**src/rtl/bcd_defs_pkg.sv**
```systemverilog
// bcd_defs_pkg: shared BCD digit constants and nibble validity check.
package bcd_defs_pkg;
    localparam int BCD_DIGIT_W = 4;
    localparam logic [BCD_DIGIT_W-1:0] BCD_MAX = 4'd9;
    localparam logic [BCD_DIGIT_W-1:0] BCD_MIN = 4'd0;

    function automatic logic bcd_nibble_valid(input logic [BCD_DIGIT_W-1:0] n);
        return n <= BCD_MAX;
    endfunction
endpackage

```
**src/rtl/bcd_digit_step.sv**
```systemverilog
// bcd_digit_step: one BCD digit step with ripple carry/borrow.
// Down counting exists only when BCD_UPDOWN_EN is defined.
module bcd_digit_step
    import bcd_defs_pkg::*;
(
    input  logic [BCD_DIGIT_W-1:0] digit_i,
    input  logic                   cin_i,
`ifdef BCD_UPDOWN_EN
    input  logic                   dir_i,
`endif
    output logic [BCD_DIGIT_W-1:0] digit_o,
    output logic                   cout_o
);
`ifdef BCD_UPDOWN_EN
    logic term;
    assign term    = dir_i ? (digit_i == BCD_MIN) : (digit_i == BCD_MAX);
    assign cout_o  = cin_i && term;
    assign digit_o = !cin_i ? digit_i :
                     dir_i  ? (term ? BCD_MAX : digit_i - 4'd1) :
                              (term ? BCD_MIN : digit_i + 4'd1);
`else
    logic term;
    assign term    = digit_i == BCD_MAX;
    assign cout_o  = cin_i && term;
    assign digit_o = !cin_i ? digit_i : (term ? BCD_MIN : digit_i + 4'd1);
`endif
endmodule

```
**src/rtl/bcd_counter_n.sv**
```systemverilog
// bcd_counter_n: registered N-digit packed-BCD counter with load, wrap/saturate and flags.
// Define BCD_UPDOWN_EN to add the dir port and down counting.
module bcd_counter_n
    import bcd_defs_pkg::*;
#(
    parameter int DIGITS  = 3,
    parameter bit WRAP_EN = 1'b1
) (
    input  logic                          clk,
    input  logic                          rst_n,
    input  logic                          load,
    input  logic [DIGITS*BCD_DIGIT_W-1:0] bcd_in,
    input  logic                          inc,
`ifdef BCD_UPDOWN_EN
    input  logic                          dir,
`endif
    output logic [DIGITS*BCD_DIGIT_W-1:0] bcd_out,
    output logic                          carry_out,
    output logic                          at_max,
    output logic                          load_err
);
    localparam int W = DIGITS * BCD_DIGIT_W;

    logic [W-1:0]      bcd_q, bcd_d, step;
    logic [DIGITS:0]   c;
    logic [DIGITS-1:0] in_ok, is_max;
    logic              carry_q, carry_d, err_q, err_d, load_ok;

    assign c[0] = inc;

    for (genvar i = 0; i < DIGITS; i++) begin : g_dig
        bcd_digit_step u_step (
            .digit_i (bcd_q[i*BCD_DIGIT_W +: BCD_DIGIT_W]),
            .cin_i   (c[i]),
`ifdef BCD_UPDOWN_EN
            .dir_i   (dir),
`endif
            .digit_o (step[i*BCD_DIGIT_W +: BCD_DIGIT_W]),
            .cout_o  (c[i+1])
        );
        assign in_ok[i]  = bcd_nibble_valid(bcd_in[i*BCD_DIGIT_W +: BCD_DIGIT_W]);
        assign is_max[i] = bcd_q[i*BCD_DIGIT_W +: BCD_DIGIT_W] == BCD_MAX;
    end

    // carry out of the top digit means the step crossed a terminal value
    always_comb begin
        load_ok = &in_ok;
        bcd_d   = load ? (load_ok ? bcd_in : bcd_q) :
                  (c[DIGITS] && !WRAP_EN) ? bcd_q : step;
        carry_d = !load && c[DIGITS];
        err_d   = load && !load_ok;
    end

    always_ff @(posedge clk or negedge rst_n) begin
        if (!rst_n) begin
            bcd_q   <= '0;
            carry_q <= 1'b0;
            err_q   <= 1'b0;
        end else begin
            bcd_q   <= bcd_d;
            carry_q <= carry_d;
            err_q   <= err_d;
        end
    end

    assign bcd_out   = bcd_q;
    assign carry_out = carry_q;
    assign load_err  = err_q;
    assign at_max    = &is_max;
endmodule
```
**config.mk**
```make
export PLATFORM = sky130hd
export DESIGN_NAME = bcd_counter_n
export DESIGN_NICKNAME = d
export VERILOG_FILES = /design/src/rtl/bcd_defs_pkg.sv /design/src/rtl/bcd_digit_step.sv /design/src/rtl/bcd_counter_n.sv
export SDC_FILE = /design/constraint.sdc
export NUM_CORES = 1
export LEC_CHECK = 0
export BUFFER_PORTS_ARGS = -buffer_cell sky130_fd_sc_hd__buf_2
export CAP_MARGIN = 5
export CELL_PAD_IN_SITES_DETAIL_PLACEMENT = 0
export CELL_PAD_IN_SITES_GLOBAL_PLACEMENT = 1
export CORE_MARGIN = 3
export CORE_UTILIZATION = 35
export CTS_BUF_LIST = sky130_fd_sc_hd__clkbuf_2 sky130_fd_sc_hd__clkbuf_4 sky130_fd_sc_hd__clkbuf_8
export CTS_CLUSTER_SIZE = 30
export DETAILED_ROUTE_END_ITERATION = 12
export PLACE_DENSITY_LB_ADDON = 0.15
export SYNTH_ARGS = -nofsm -noshare
export SYNTH_HDL_FRONTEND = slang
export SYNTH_SLANG_ARGS = --single-unit
```
**constraint.sdc**
```tcl
create_clock -name clk -period 2.85 [get_ports clk]
set_clock_uncertainty 0.15 [all_clocks]
set_input_delay 0.855 -clock clk [delete_from_list [all_inputs] [get_ports clk]]
set_output_delay 0.855 -clock clk [all_outputs]
set_load 0.03 [all_outputs]
```
==> reports/results.txt <==
Synth warnings = 0
Post-DP HPWL = 1930 um
Rows = 18
Final period utilization = 94.7%
# resized after CTS = 0
Detail Route Antenna Nets = 0
Routed wire length = 2630 um
Core region area = 0.00257 mm^2
Commonest cells after routing, fill and taps aside = buf_2 (30), nand2_1 (14), dfrtp_1 (14)
Setup ws final = 0.151 ns
Share of cells above drive strength 1 = 30.5%
Worst path slowest cell = dfrtp_1
Post-route DRC violation count = 0
Area Growth Syn to Fin = 22.1%
Vias in the first global route = 886
Final Setup Violations = 0
Setup TNS = 0 ns
WP data required = 1.85 ns
Hold Fails Final Rpt = 0
Min Tclk post-route = 2.70 ns
Net count after synthesis = 126
Area contributors post-synth = dfrtp_1 (36%), nand2_1 (5.4%), nand3_1 (4.1%), nand3b_1 (3.1%), xor2_1 (2.7%)
Footprint of the multi-input gates = 617 um^2
DR vias = 979
Syn Std Cell Area = 978 um^2
Synthesis-stage register bit count = 14
Worst vdd ir = 0.327 mV
Clock Sinks = 14
Clock Tree Buf Depth = 2
Worst reg2reg path depth = 4
Drt pass-1 iters = 4
Die Area = 0.00347 mm^2
CP max stage delay = 0.47 ns
RSZ-0062 raised after global routing = false
First-pass GRT wire length = 4250 um
Cts hold-fix bufs = 0
Critical Path End = at_max
# H-tree levels = 1
Ys flop type = dfrtp_1
Worst path buffer plus inverter count = 1
Post-synth ARST share = 100%
WP depth = 3
Simple-gate share of the synthesized area = 37.1%
FF+latch area = 350 um^2
Final nets = 158
Ports = 31
Setup Fix Bufs, Post-CTS = 0
Most common cell after layout, fill and taps aside = buf_2
EDFF count, synth = 0
CTS tree = built
Initial antenna violation count = 0
Yosys cell types = 42
Clock transition at path regs = 0.10 ns
Mux share of post-synthesis cell area = 1.02%
DR vias/cell = 5.73
Complex-gate fraction of the synthesized area = 19.8%
Setup WS pre-CTS = 0.478 ns
Cells after Synth = 110
Root buffer cell = clkbuf_4
Critical Path End Type = output port
Largest fanout on the critical path = 8
Filler cells = 288
Worst slew margin = 72.1%
Critical Path AT = 1.69 ns
Cell taking the most area after synthesis = dfrtp_1
Total congestion overflow = 0
CP delay by family, top = simple AND/OR/NAND/NOR gates
Routability cong. = 0.799
Width of the die = 58.9 um
Kind of critical path = reg -> out
Worst-skew pair later-pin latency = 0.29 ns
Die Y = 58.9 um
Worst Max-Slew Pin Slew = 0.419 ns
FF-to-FF setup slack = 1.09 ns
Synth top area share = 35.8%
Final Max Slew Viols = 0
Status = completed
Max Clock Freq = 371 MHz
IO buf count = 30
Initial DRC count = 16
GRT Overall Usage = 16.6%
R2r startpoint = bcd_out[2]
Seq/Total Area, Yosys = 35.8%
CP cell instances = nand4bb_1 > nor4_2 > buf_2
Initial Util = 38.1%
Maximum capacitance violations = 0
Total CTS buffers = 3
Critical path launch point = bcd_out[2]
Pwr dens = 669 mW/mm^2
Largest net degree at the start of global routing = 26
Mapped Avg Cell Area = 8.89 um^2
Ant diodes = 0
Crit start category = flop
Adder-cell area share of the yosys netlist = 0%
XOR/XNOR share of the synthesized area = 4.48%
Hold Crit Class = in -> async
Largest family of logic cells by synthesized area = simple AND/OR/NAND/NOR gates
Reg2reg end = bcd_out[5]
Drt wl/cell = 15.4 um
Lkg Pwr = 0.524 nW
## kinds of logic (layout without fill, tap and decap cells)
kind of cell | after synthesis | in the layout
mux | 1 | 1
xor+xnor | 5 | 5
buf+inv | 4 | 35
compound gates | 26 | 26
simple gates | 60 | 60
flops | 14 | 14
## synthesized netlist by cell type, drive strengths merged (2+ instances only)
cell    number
nor4         2
nor3         3
and3         2
nand3b       4
nor2         6
nand3       10
o211ai       3
xor2         3
a31oi        4
a211oi       3
dfrtp       14
nand4        2
buf          3
nand2b       3
and4bb       2
xnor2        2
a21oi        2
and3b        2
o21ai        6
nand2       15
nor2b        3
## power breakdown
group	switching [W]	total [W]	internal (W)
registers	0.0000758	0.000316	0.000240
clock network	0.0000793	0.000157	0.0000779
logic	0.000198	0.000327	0.000129
## worst min path at each step
stage	startpoint	to	slack (ns)	cells after the start
2_1_floorplan	rst_n	bcd_out[0]	0.41	0
3_3_place_gp	bcd_out[11]	bcd_out[11]	0.41	1
3_5_place_dp	bcd_out[9]	carry_out	0.45	1
4_1_cts	rst_n	carry_out	0.31	1
5_1_grt	rst_n	carry_out	0.31	1
6_report	rst_n	carry_out	0.30	1
## through the flow
stage	total power (W)	hold WS (ns)	area, um^2	std cells	util (%)
3_5_place_dp	0.000647	0.452	1160	167	45.1
3_3_place_gp	0.000643	0.414	1160	167	45.1
5_1_grt	0.000857	0.309	1190	171	46.5
6_report	0.000800	0.301	1190	171	46.5
4_1_cts	0.000804	0.306	1190	171	46.5
2_1_floorplan	0.000544	0.409	985	110	-
## sequential cells by signal (all words and copies together) (netlist names)
signal,flops
bcd_out,12
carry_out,1
load_err,1
## worst reg2reg max path: cells and delay by family, from the launching register on
kind,cells,cell delay [ns]
AO/OA/AOI/OAI,2,0.40
flip-flops,1,0.47
AND/OR/NAND/NOR,2,0.64
## metal layers
| metal | track usage (%) | part of all wire (%) | up-vias |
|---|---|---|---|
| met4 | 6.80 | 2.2 | 0 |
| met2 | 25.2 | 43 | 38 |
| met1 | 23.0 | 49 | 458 |
| met3 | 2.85 | 5.9 | 9 |
| li1 | - | - | 474 |
| met5 | 0 | 0 | - |
## layout make-up
cell class | count | area share, %
Clock buffer | 4 | 3.04
Inverter | 1 | 0.314
Multi-Input combinational cell | 92 | 51.6
Sequential cell | 14 | 29.3
Tap cell | 30 | 3.14
Timing Repair Buffer | 30 | 12.6
No activity file was read; power rests on OpenSTA's default activity.
